## config.mk

```make
export PLATFORM = sky130hd
export DESIGN_NAME = seg_scan_cntrl
export DESIGN_NICKNAME = d
export VERILOG_FILES = /design/src/rtl/seg_scan_cntrl.sv
export SDC_FILE = /design/constraint.sdc
export NUM_CORES = 1
export LEC_CHECK = 0
export ABC_AREA = 1
export ABC_CLOCK_PERIOD_IN_PS = 1300
export BUFFER_PORTS_ARGS = -buffer_cell sky130_fd_sc_hd__buf_2
export CAP_MARGIN = 0
export CORE_UTILIZATION = 40
export CTS_CLUSTER_SIZE = 40
export DETAILED_ROUTE_END_ITERATION = 10
export PLACE_DENSITY = 0.65
export SETUP_SLACK_MARGIN = 0.4
export SYNTH_ARGS = -nofsm -noshare
export SYNTH_HDL_FRONTEND = slang
export SYNTH_SLANG_ARGS = --single-unit
```

## constraint.sdc

```tcl
create_clock -name clk -period 1.3 [get_ports clk]
set_input_delay 0.13 -clock clk [delete_from_list [all_inputs] [get_ports clk]]
set_output_delay 0.13 -clock clk [all_outputs]
set_load 0.005 [all_outputs]
```

## src/rtl/seg_scan_cntrl.sv

```systemverilog
// Scan controller for a multiplexed octal seven-segment display.
// Shows one digit per slot with a blanking gap between slots; new values commit at frame boundaries.
module seg_scan_cntrl #(
  parameter int NUM_DIGITS = 4,
  parameter int PRESCALE   = 1000
) (
  input  logic                    clk,
  input  logic                    reset_a,
  input  logic                    load,
  input  logic [3*NUM_DIGITS-1:0] data_in,
  input  logic                    blank_in,
  output logic [2:0]              digit_val,
  output logic [NUM_DIGITS-1:0]   an,
  output logic                    pending,
  output logic                    frame_done
);

  // state | meaning
  // OFF   | idle after reset, all anodes off, waiting for the first load
  // SHOW  | digit idx lit for PRESCALE cycles
  // GAP   | one all-off cycle between digits; frame boundary after the last digit
  typedef enum logic [1:0] {OFF, SHOW, GAP} state_t;

  localparam int IDX_W = $clog2(NUM_DIGITS);
  localparam int PRE_W = (PRESCALE > 1) ? $clog2(PRESCALE) : 1;
  localparam logic [IDX_W-1:0] LAST_IDX = IDX_W'(NUM_DIGITS - 1);
  localparam logic [PRE_W-1:0] LAST_PRE = PRE_W'(PRESCALE - 1);

  state_t                    state, state_d;
  logic [IDX_W-1:0]          idx, idx_d;
  logic [PRE_W-1:0]          prescaler, prescaler_d;
  logic [3*NUM_DIGITS-1:0]   disp, disp_d;
  logic [3*NUM_DIGITS-1:0]   shadow, shadow_d;
  logic                      pending_d;
  logic                      blank_q;
  logic [NUM_DIGITS-1:0]     an_d;
  logic [2:0]                digit_val_d;
  logic                      frame_done_d;
  logic                      boundary;

  always_ff @(posedge clk or posedge reset_a) begin
    if (reset_a) begin
      state      <= OFF;
      idx        <= '0;
      prescaler  <= '0;
      disp       <= '0;
      shadow     <= '0;
      pending    <= 1'b0;
      blank_q    <= 1'b0;
      an         <= '1;
      digit_val  <= '0;
      frame_done <= 1'b0;
    end else begin
      state      <= state_d;
      idx        <= idx_d;
      prescaler  <= prescaler_d;
      disp       <= disp_d;
      shadow     <= shadow_d;
      pending    <= pending_d;
      blank_q    <= blank_in;
      an         <= an_d;
      digit_val  <= digit_val_d;
      frame_done <= frame_done_d;
    end
  end

  // Output registers are fed from the current state, so the display lags the FSM by one cycle.
  always_comb begin
    state_d      = state;
    idx_d        = idx;
    prescaler_d  = prescaler;
    disp_d       = disp;
    shadow_d     = shadow;
    pending_d    = pending;
    an_d         = '1;
    digit_val_d  = digit_val;
    frame_done_d = 1'b0;
    boundary     = 1'b0;

    case (state)
      OFF: begin
        if (load) begin
          disp_d      = data_in;
          idx_d       = '0;
          prescaler_d = '0;
          state_d     = SHOW;
        end
      end
      SHOW: begin
        if (!blank_q) an_d = ~(NUM_DIGITS'(1) << idx);
        digit_val_d = disp[3*int'(idx) +: 3];
        if (prescaler == LAST_PRE) begin
          prescaler_d = '0;
          state_d     = GAP;
        end else begin
          prescaler_d = prescaler + 1'b1;
        end
      end
      GAP: begin
        state_d = SHOW;
        if (idx == LAST_IDX) begin
          idx_d        = '0;
          frame_done_d = 1'b1;
          boundary     = 1'b1;
        end else begin
          idx_d = idx + 1'b1;
        end
      end
      default: state_d = OFF;
    endcase

    // A load landing on the commit edge bypasses the shadow and discards any older shadow value.
    if (state != OFF && load) begin
      if (boundary) begin
        disp_d    = data_in;
        pending_d = 1'b0;
      end else begin
        shadow_d  = data_in;
        pending_d = 1'b1;
      end
    end else if (boundary && pending) begin
      disp_d    = shadow;
      pending_d = 1'b0;
    end
  end

endmodule

```

==> flow_summary.ini, run 1 <==
[global_routing]
grt_pass1_vias = 2370
grt.overflow.total = 0
grt_max_degree = 31
antenna_found_initial = 0
track_usage_pct = 21.33
grt_pass1_wl_um = 10770

[hold_path]
whs_path_depth = 3
min_path_type = primary input to flop
hp-start = data_in[3]
holdPathEnd = shadow[3]$_DFFE_PP0P_

[power_and_ir_drop]
ir_drop_uv = 777.9
powerDensity_nw_per_um2 = 847.4
leakagePower_nw = 1.736

[timing]
finClkSkew_ns = 0.008372
worst_pin_slew_ns = 0.2863
final_max_slew_viol_count = 0
setup_ws_ns = -0.06165
fin_crit_sh_pct = 104.7
period_needed_ns = 1.362
rsz0062_at_grt = true
hold_viol_final = 0
max_slew_margin_pct = 80.91
hold_slack_ns = 0.1207
fmax_mhz = 734.4
setup_violations = 16

[die]
dieArea_um2 = 6778
die_x_um = 82.33
num_rows = 28
io_pins = 25
coreArea_um2 = 6061
start_util_pct = 42.59
die_y_um = 82.33

[layout]
diodes = 0
final_util_pct = 60.10
regArea_um2 = 1211
layout.nets = 422
drive_above_1_share_pct = 36.07
syn_to_final_growth_pct = 41.11
multi_input_area_um2 = 1476
final_area_um2 = 3642
fillers = 538
final_cells = 477

[logic_synthesis]
yosys_warnings = 0
netlist.top_cell.by_area = dfrtp_1
ys_seq_area_share_pct = 46.73
avgSynthCellArea_um2 = 7.614
async_flop_share_pct = 100.0
netlist_top_cells_area = dfrtp_1 (43%), nand2_1 (15%), o211ai_1 (7.0%)
synth_edf_count = 0
syn-num-nets = 360
synth_ff_type = dfrtp_1
synth_top_area_share_pct = 42.66
netlist-cell-type-count = 24
ys_ff_latch = 48
netlist_area_um2 = 2581
synth_cells = 339

[clock_network]
clock-sinks = 48
clk_path_buf_depth = 2
insertion_delay_ns = 0.32
cts.htree.levels = 2
cts_tree = built
cts.clk_slew.worst_paths_ns = 0.09
cts_made_buffers = 5
root_buffer = clkbuf_8

[job]
cap_violations = 0

[status]
violations = setup timing
outcome = finished with violations

[routing]
routed_wirelength_um = 6820
drt_iter0_drc = 93
wl_per_cell_um = 14.30
detail-route-antenna-nets = 0
vias_per_cell = 5.224
drc = 0
dr.pass1.iters = 5
vias = 2492

[worst_setup_path]
startpoint_type = flop
crit_required_ns = 1.51
path_max_fanout = 6
arrival_ns = 1.57
r2r_start = idx[1]$_DFFE_PP0P_
worst-r2r-setup-slack_ns = -0.06
crit_type = flop to flop
worst_r2r_path_depth = 9
critPathCaptureType = flop
r2r-end = disp[5]$_DFF_PP0_

[placement]
dpl_cell_area_um2 = 2977
numPortBuffers = 24
post-place-cells = 450
place_congestion = 0.7846
pre_cts_ws_ns = -0.01054
hpwl_um = 4118
## flip-flops by register name, summed over array words and instances, names as in the netlist
register and cells:
shadow 12, digit_val 3, pending 1, disp 12
blank_q 1, frame_done 1, an 4, state 2
idx 2, prescaler 10
## Yosys cell counts, drive strengths merged (2+ instances only)
library cell and instances:
a21oi 12, buf 11, dfrtp 44, dfstp 4, ha 5, inv 35, nand2 108, nand3 12
nand4 3, nor2 47, o211ai 24, o21ai 24, o22ai 4, xor2 2
## cells in the final DEF, fill, tap and decap left out, types with 2 or more instances in the layout
master          n
inv_1          24
nor2_2         15
o21ai_2         3
ha_4            3
nand3_2         3
o211ai_1       24
clkbuf_8        6
ha_2            2
inv_4           2
nand2_2         6
nand3_1         8
nand2_8         3
a21oi_1        12
inv_2           7
nand4_1         3
dfstp_2         4
nor2_1         24
buf_6          15
nand2_1        97
o21ai_4         2
buf_4          17
dfrtp_2         4
nand2_4         4
nor2_4          8
buf_2          22
o22ai_2         3
xor2_1          2
o21ai_0        11
dfrtp_1        40
o21ai_1         8
clkinv_2        2
dlygate4sd3_1   2
buf_12          8
## report_power, final
group	switching (mW)	internal (mW)
Sequential	0.0869	1.60
Clock	0.532	0.426
Combinational	0.238	0.202
## worst max path at each step
stage                                    start                    end  cells past startpoint
after floorplan             idx[1]$_DFFE_PP0P_      disp[6]$_DFF_PP0_                      9
after global placement      idx[0]$_DFFE_PP0P_  shadow[3]$_DFFE_PP0P_                      8
after detailed placement  state[0]$_DFFE_PP0P_      disp[4]$_DFF_PP0_                      8
after CTS                 state[0]$_DFFE_PP0P_      disp[4]$_DFF_PP0_                      9
after global routing        idx[1]$_DFFE_PP0P_      disp[5]$_DFF_PP0_                      9
final                       idx[1]$_DFFE_PP0P_      disp[5]$_DFF_PP0_                      9
## worst max-delay path, cell delays in order (launching register included)
cell	delay, ns
dfrtp_1	0.39
ha_4	0.15
inv_2	0.04
nor2_4	0.17
buf_12	0.16
nand2_8	0.08
nor2_2	0.10
nor2_1	0.05
nand2_1	0.07
nand2_1	0.05
## metrics by stage
step | power (mW) | TNS [ns]
3_5_place_dp | 2.093 | -0.02381
4_1_cts | 3.055 | 0
6_report | 3.086 | -0.3409
2_1_floorplan | 1.952 | 0
3_3_place_gp | 2.075 | 0
5_1_grt | 3.232 | -2.450
## cell families (layout without fill, tap and decap cells)
kind of cell | count (synthesis) | count (layout) | share of synthesized area [%]
AND/OR/NAND/NOR | 171 | 173 | 26.42
AO/OA/AOI/OAI | 65 | 65 | 15.22
buffers and inverters | 48 | 109 | 8.530
flip-flops | 48 | 48 | 46.73
XOR/XNOR | 2 | 2 | 0.6787
adder cells (fa/ha/maj) | 5 | 5 | 2.424
## per-layer routing
metal  wire (um)  vias up  global-route usage (%)
li1            -     1221                       -
met1        3033     1199                   26.21
met2        3419       63                   35.95
met3         269        9                   3.956
met4          97        0                   10.18
met5           0        -                       0
## cell type report
type / count / share of cell area, %
tap: 75 / 2.576
sequential: 48 / 33.25
timing repair buffer: 65 / 16.80
clock inverter: 2 / 0.2748
multi-input combinational: 245 / 40.54
clock buffer: 6 / 2.267
inverter: 36 / 4.294
## what timing repair did
item | CTS | global route
hold endpoints to repair | 47 | 0
hold buffers | 2 | 0
setup buffers | 9 | 5
setup endpoints to repair | 56 | 58
gates resized for setup | 36 | 63
cloned | 1 | 2
pin swaps | 9 | 24
(Power assumes the default switching activity.)
==> run 2, diff against run 1 <==
CORE_MARGIN = 2   (was not set)
SKIP_CTS_REPAIR_TIMING = 1   (was not set)
==> run 2 against run 1 <==
  * The run ends with hold timing, setup timing left
  * Worst setup slack got worse by 0.014 ns
  * Sequential power is essentially flat
  * Total power fell by 2.2%
  * Cell count fell by 1.5%
  * Critical path depth unchanged
  * Highest routed layer unchanged
  * Sequential cell count unchanged
  * Worst hold slack worse by 0.32 ns
  * Sequential share of layout area increased by 1.0 points
  * Largest cell class unchanged
==> flow_summary.ini, run 2 (same netlist as run 1, synthesis figures left out) <==
[routing]
routed_wirelength_um = 6552
wl_per_cell_um = 13.94
vias_per_cell = 5.160
drt_iter0_drc = 72
vias = 2425
drc = 0
detail-route-antenna-nets = 0
dr.pass1.iters = 4

[layout]
syn_to_final_growth_pct = 36.94
final_cells = 470
final_cell_mix = nand2_1 (87), nor2_1 (39), dfrtp_1 (39)
drive_above_1_share_pct = 33.33
top_regs = disp (12), shadow (12), prescaler (10)
diodes = 0
layout.nets = 413
layout_commonest_cell = nand2_1

[global_routing]
grt.overflow.total = 0
antenna_found_initial = 0
grt_pass1_vias = 2255
grt_max_degree = 34
grt_pass1_wl_um = 10150
track_usage_pct = 17.10

[power_and_ir_drop]
internal_power_mw = 2.196
p_sw_mw = 0.8215
powerDensity_nw_per_um2 = 853.7
ir_drop_uv = 569.5
p_sw_share_pct = 27.22
clkPwrFrac_pct = 29.0
pwr-share-comb_pct = 15.4
leakagePower_nw = 1.729
seqPwrFrac_pct = 55.6

[die]
start_util_pct = 41.12
dieArea_um2 = 7112
die_x_um = 84.33
io_pins = 25
num_rows = 29
coreArea_um2 = 6277
die_y_um = 84.33

[clock_network]
root_buffer = clkbuf_8
insertion_delay_ns = 0.30
clock-sinks = 48
cts_tree = built
cts_made_buffers = 5
cts.clk_slew.worst_paths_ns = 0.09
cts.htree.levels = 2
clk_path_buf_depth = 2

[timing]
final_max_slew_viol_count = 0
worst_pin_slew_ns = 0.3650
fmax_mhz = 726.7
max_slew_margin_pct = 75.62
fin_crit_sh_pct = 105.9
setup_ws_ns = -0.07609
period_needed_ns = 1.376
setup_violations = 25
hold_viol_final = 11
rsz0062_at_grt = true
hold_slack_ns = -0.2029
finClkSkew_ns = 0.01037

[worst_setup_path]
path_buf_inv = 4
worst_r2r_path_depth = 9
crit_path_end = disp[2]$_DFF_PP0_
r2r-end = disp[2]$_DFF_PP0_
crit_path_top_delay_cell = dfrtp_2
path_max_fanout = 5
max_stage_delay_ns = 0.40
crit_required_ns = 1.54
cp_common_cell = nand2_1
path_depth = 9
r2r_start = idx[0]$_DFFE_PP0P_
startpoint_type = flop
worst-r2r-setup-slack_ns = -0.08
cp-startpoint = idx[0]$_DFFE_PP0P_
arrival_ns = 1.62
critPathCaptureType = flop
worstPathCellList = ha_4 -> inv_4 -> nor2_4 -> buf_12 -> clkinv_8 -> clkbuf_16 -> o211ai_1 -> nand2_1 -> nand2_1
crit_family = buffers and inverters
crit_type = flop to flop

[status]
violations = hold timing, setup timing
outcome = finished with violations

[placement]
numPortBuffers = 24
pre_cts_ws_ns = -0.01385
hpwl_um = 4115
post-place-cells = 450
place_congestion = 0.7559

[hold_path]
min_path_type = primary input to asynchronous set/reset pin

[job]
cap_violations = 0
## run 2: cell count changes in the layout (fill, tap and decap cells not counted), sizes merged
cell	delta
inv	-2
clkbuf	+3
clkinv	+1
buf	-9
nand2	-1
dlygate4sd3	-1
## run 2: layer usage
layer  vias to the layer above  global-route usage, %  share of wire (%)
li1                       1215                      -                  -
met1                      1136                  22.91                 45
met2                        61                  29.58                 49
met3                        13                  2.753                4.2
met4                         0                  3.319                1.6
met5                         -                      0                  0
## run 2: power by group through the flow
| stage | registers [mW] | clock network [mW] | logic (mW) |
|---|---|---|---|
| after floorplan | 1.67 | 0 | 0.278 |
| after global placement | 1.69 | 0 | 0.377 |
| after detailed placement | 1.70 | 0 | 0.392 |
| after CTS | 1.67 | 0.892 | 0.393 |
| after global routing | 1.69 | 0.946 | 0.537 |
| final | 1.68 | 0.874 | 0.465 |
## run 2: final cells by class
class                      instances  area [um2]
fill                             569        2743
inverter                          36       166.4
clock inverter                     1       5.005
tap                               77       96.34
multi-input combinational        244        1449
clock buffer                       7       76.32
timing repair buffer              57       529.3
sequential                        48        1212
## run 2: worst min path at each step
stage	slack [ns]	to	cells past startpoint	from
floorplan	0.16	blank_q$_DFF_PP0_	1	reset_a
detailed placement	0.13	digit_val[2]$_DFFE_PP0N_	2	reset_a
CTS	-0.19	prescaler[1]$_DFFE_PP0P_	2	reset_a
global placement	0.13	blank_q$_DFF_PP0_	2	reset_a
finish	-0.20	prescaler[0]$_DFFE_PP0P_	2	reset_a
global route	-0.18	prescaler[1]$_DFFE_PP0P_	2	reset_a
## run 2: through the flow
stage / TNS (ns) / utilization (%) / cell area [um2] / hold WS, ns / total power, mW
3_3_place_gp: 0 / 47.42 / 2977 / 0.1348 / 2.071
5_1_grt: -3.865 / 56.31 / 3535 / -0.1787 / 3.174
3_5_place_dp: -0.03457 / 47.42 / 2977 / 0.1332 / 2.089
6_report: -1.467 / 56.31 / 3535 / -0.2029 / 3.018
2_1_floorplan: 0 / - / 2644 / 0.1581 / 1.952
4_1_cts: -0.1846 / 48.71 / 3058 / -0.1937 / 2.954
## run 2: worst register-to-register path, cell delays in order (launching register included)
cell and delay [ns]:
dfrtp_2 0.40, ha_4 0.16, inv_4 0.04, nor2_4 0.12, buf_12 0.16, clkinv_8 0.08
clkbuf_16 0.16, o211ai_1 0.09, nand2_1 0.07, nand2_1 0.06
==> run 3, diff against run 2 <==
ABC_AREA = 0   (was 1)
==> run 3 against run 2 <==
  * Worst hold slack improved by 0.027 ns
  * Utilization increased by 0.63 points
  * First-iteration DRC count increased by 51%
  * Sequential cell count unchanged
  * Maximum frequency decreased by 11%
  * Cell count decreased by 34%
  * Register-to-register slack got worse by 0.18 ns
  * Global-route usage decreased by 2.3 points
  * Critical path type unchanged
  * The run still ends with hold timing, setup timing left
  * Sequential power increased by 35%
==> flow_summary.ini, run 3 <==
[logic_synthesis]
synth_edf_count = 0
ys_ff_latch = 48
yosysMostFrequentCell = dfrtp_1
ys_seq_area_share_pct = 55.53
avgSynthCellArea_um2 = 11.93
synth_top_area_share_pct = 50.69
netlist-cell-type-count = 30
netlist_area_um2 = 2172
async_flop_share_pct = 100.0
yosys_warnings = 0
synth_common_cells = dfrtp_1 (44), nand2_1 (23), nor2_1 (15), mux2_2 (13), nand2b_1 (13)
netlist_top_cells_area = dfrtp_1 (51%), mux2_2 (6.7%), o221a_2 (6.2%)
syn-num-nets = 203
synth_ff_type = dfrtp_1
netlist.top_cell.by_area = dfrtp_1
synth_cells = 182

[routing]
drt_iter0_drc = 109
routed_wirelength_um = 4545
dr.pass1.iters = 4
detail-route-antenna-nets = 0
drc = 0
wl_per_cell_um = 14.61
vias = 1560
vias_per_cell = 5.016

[layout]
fillers = 425
regArea_um2 = 1206
layout.nets = 262
final_cell_mix = dfrtp_1 (44), buf_4 (29), buf_2 (21)
drive_above_1_share_pct = 51.87
multi_input_area_um2 = 1061
final_cells = 311
top_regs = disp (12), shadow (12), prescaler (10)
layout_commonest_cell = dfrtp_1
diodes = 0
syn_to_final_growth_pct = 35.60

[timing]
setup_ws_ns = -0.2537
setup_violations = 38
final_max_slew_viol_count = 0
fin_setup_tns_ns = -6.552
fmax_mhz = 643.6
rsz0062_at_grt = true
finClkSkew_ns = 0.006880
max_slew_margin_pct = 69.60
fin_crit_sh_pct = 119.5
hold_viol_final = 13
period_needed_ns = 1.554
hold_slack_ns = -0.1756
worst_pin_slew_ns = 0.4557

[job]
cap_violations = 0

[worst_setup_path]
worst_r2r_path_depth = 7
critPathCaptureType = flop
path_depth = 7
crit_family = flip-flops
crit_type = flop to flop
arrival_ns = 1.73
r2r_start = idx[1]$_DFFE_PP0P_
worst-r2r-setup-slack_ns = -0.25
worstPathCellList = ha_2 -> inv_2 -> a21o_1 -> buf_6 -> nand2_4 -> clkbuf_16 -> mux2_4
max_stage_delay_ns = 0.39
path_max_fanout = 6
path_buf_inv = 3
startpoint_type = flop
r2r-end = shadow[0]$_DFFE_PP0P_
cp-startpoint = idx[1]$_DFFE_PP0P_
crit_path_end = shadow[0]$_DFFE_PP0P_
crit_required_ns = 1.48
crit_path_top_delay_cell = dfrtp_1

[die]
die_x_um = 77.69
die_y_um = 77.69
coreArea_um2 = 5172
dieArea_um2 = 6036
io_pins = 25
start_util_pct = 41.99
num_rows = 26

[power_and_ir_drop]
p_sw_mw = 1.524
p_sw_share_pct = 29.76
pwr-share-comb_pct = 37.6
leakagePower_nw = 1.284
internal_power_mw = 3.598
seqPwrFrac_pct = 44.0
ir_drop_uv = 732.9
powerDensity_nw_per_um2 = 1739
clkPwrFrac_pct = 18.3

[clock_network]
cts.htree.levels = 2
cts_tree = built
clock-sinks = 48
clk_path_buf_depth = 2
cts_made_buffers = 5
cts.clk_slew.worst_paths_ns = 0.09
root_buffer = clkbuf_8
insertion_delay_ns = 0.29

[placement]
numPortBuffers = 24
hpwl_um = 3098
place_congestion = 0.8074
post-place-cells = 296

[global_routing]
track_usage_pct = 14.85
grt_max_degree = 32
antenna_found_initial = 0
grt_pass1_wl_um = 7003
grt.overflow.total = 0
grt_pass1_vias = 1426

[status]
outcome = finished with violations
violations = hold timing, setup timing

[hold_path]
min_path_type = primary input to asynchronous set/reset pin
==> run 3: layout make-up <==
| cell class | instances | share of cell area, % |
|---|---|---|
| timing repair buffer | 60 | 15.93 |
| inverter | 5 | 0.8496 |
| multi-input combinational | 121 | 36.02 |
| sequential | 48 | 40.95 |
| clock buffer | 7 | 3.271 |
| tap | 70 | 2.974 |
==> run 3: worst min path at each step <==
stage                          endpoint  slack, ns  depth (start not counted)
6_report       digit_val[1]$_DFFE_PP0N_      -0.18                          2
5_1_grt        digit_val[2]$_DFFE_PP0N_      -0.15                          2
2_1_floorplan         blank_q$_DFF_PP0_       0.16                          1
3_3_place_gp   digit_val[1]$_DFFE_PP0N_       0.15                          2
4_1_cts            state[1]$_DFFE_PP0P_      -0.17                          2
3_5_place_dp   digit_val[1]$_DFFE_PP0N_       0.15                          2
==> run 3: metal layers <==
metal  vias to the layer above  wire length, um  GRT usage, %
met2                        35             2138         21.81
met5                         -                0             0
met4                         0               36         4.286
met3                         5              185         3.488
met1                       756             2184         21.91
li1                        764                -             -
==> run 3: cells by family after synthesis <==
family	count (synthesis)	synth area share, %
AOI/OAI and AO/OA	25	10.71
xor gates and xnor gates	7	2.823
adders and majority gates	5	2.880
buffers and inverters	13	2.477
DFF	48	55.53
muxes	16	9.850
and+or+nand+nor	68	15.73
==> run 3: worst register-to-register path, delay by kind of cell, from the launching register on <==
kind,cells,cell delay (ns)
fa+ha+maj,1,0.20
buf+inv,3,0.33
simple gates,1,0.05
flops,1,0.39
mux,1,0.29
compound gates,1,0.18
==> run 3: stage by stage <==
step / setup slack [ns] / total power [mW] / instance area (um2) / util (%)
2_1_floorplan: -0.2324 / 3.398 / 2281 / -
3_3_place_gp: -0.3948 / 3.982 / 2660 / 51.43
3_5_place_dp: -0.4762 / 4.047 / 2660 / 51.43
4_1_cts: -0.4934 / 4.994 / 2756 / 53.29
5_1_grt: -0.3115 / 5.445 / 2945 / 56.94
6_report: -0.2537 / 5.122 / 2945 / 56.94
==> run 3: power by group through the flow <==
stage | sequential (mW) | clock, mW | combinational, mW
after global routing | 2.32 | 1.03 | 2.10
after CTS | 2.26 | 0.970 | 1.77
final | 2.26 | 0.939 | 1.93
after detailed placement | 2.29 | 0 | 1.76
after floorplan | 2.29 | 0 | 1.11
after global placement | 2.27 | 0 | 1.71
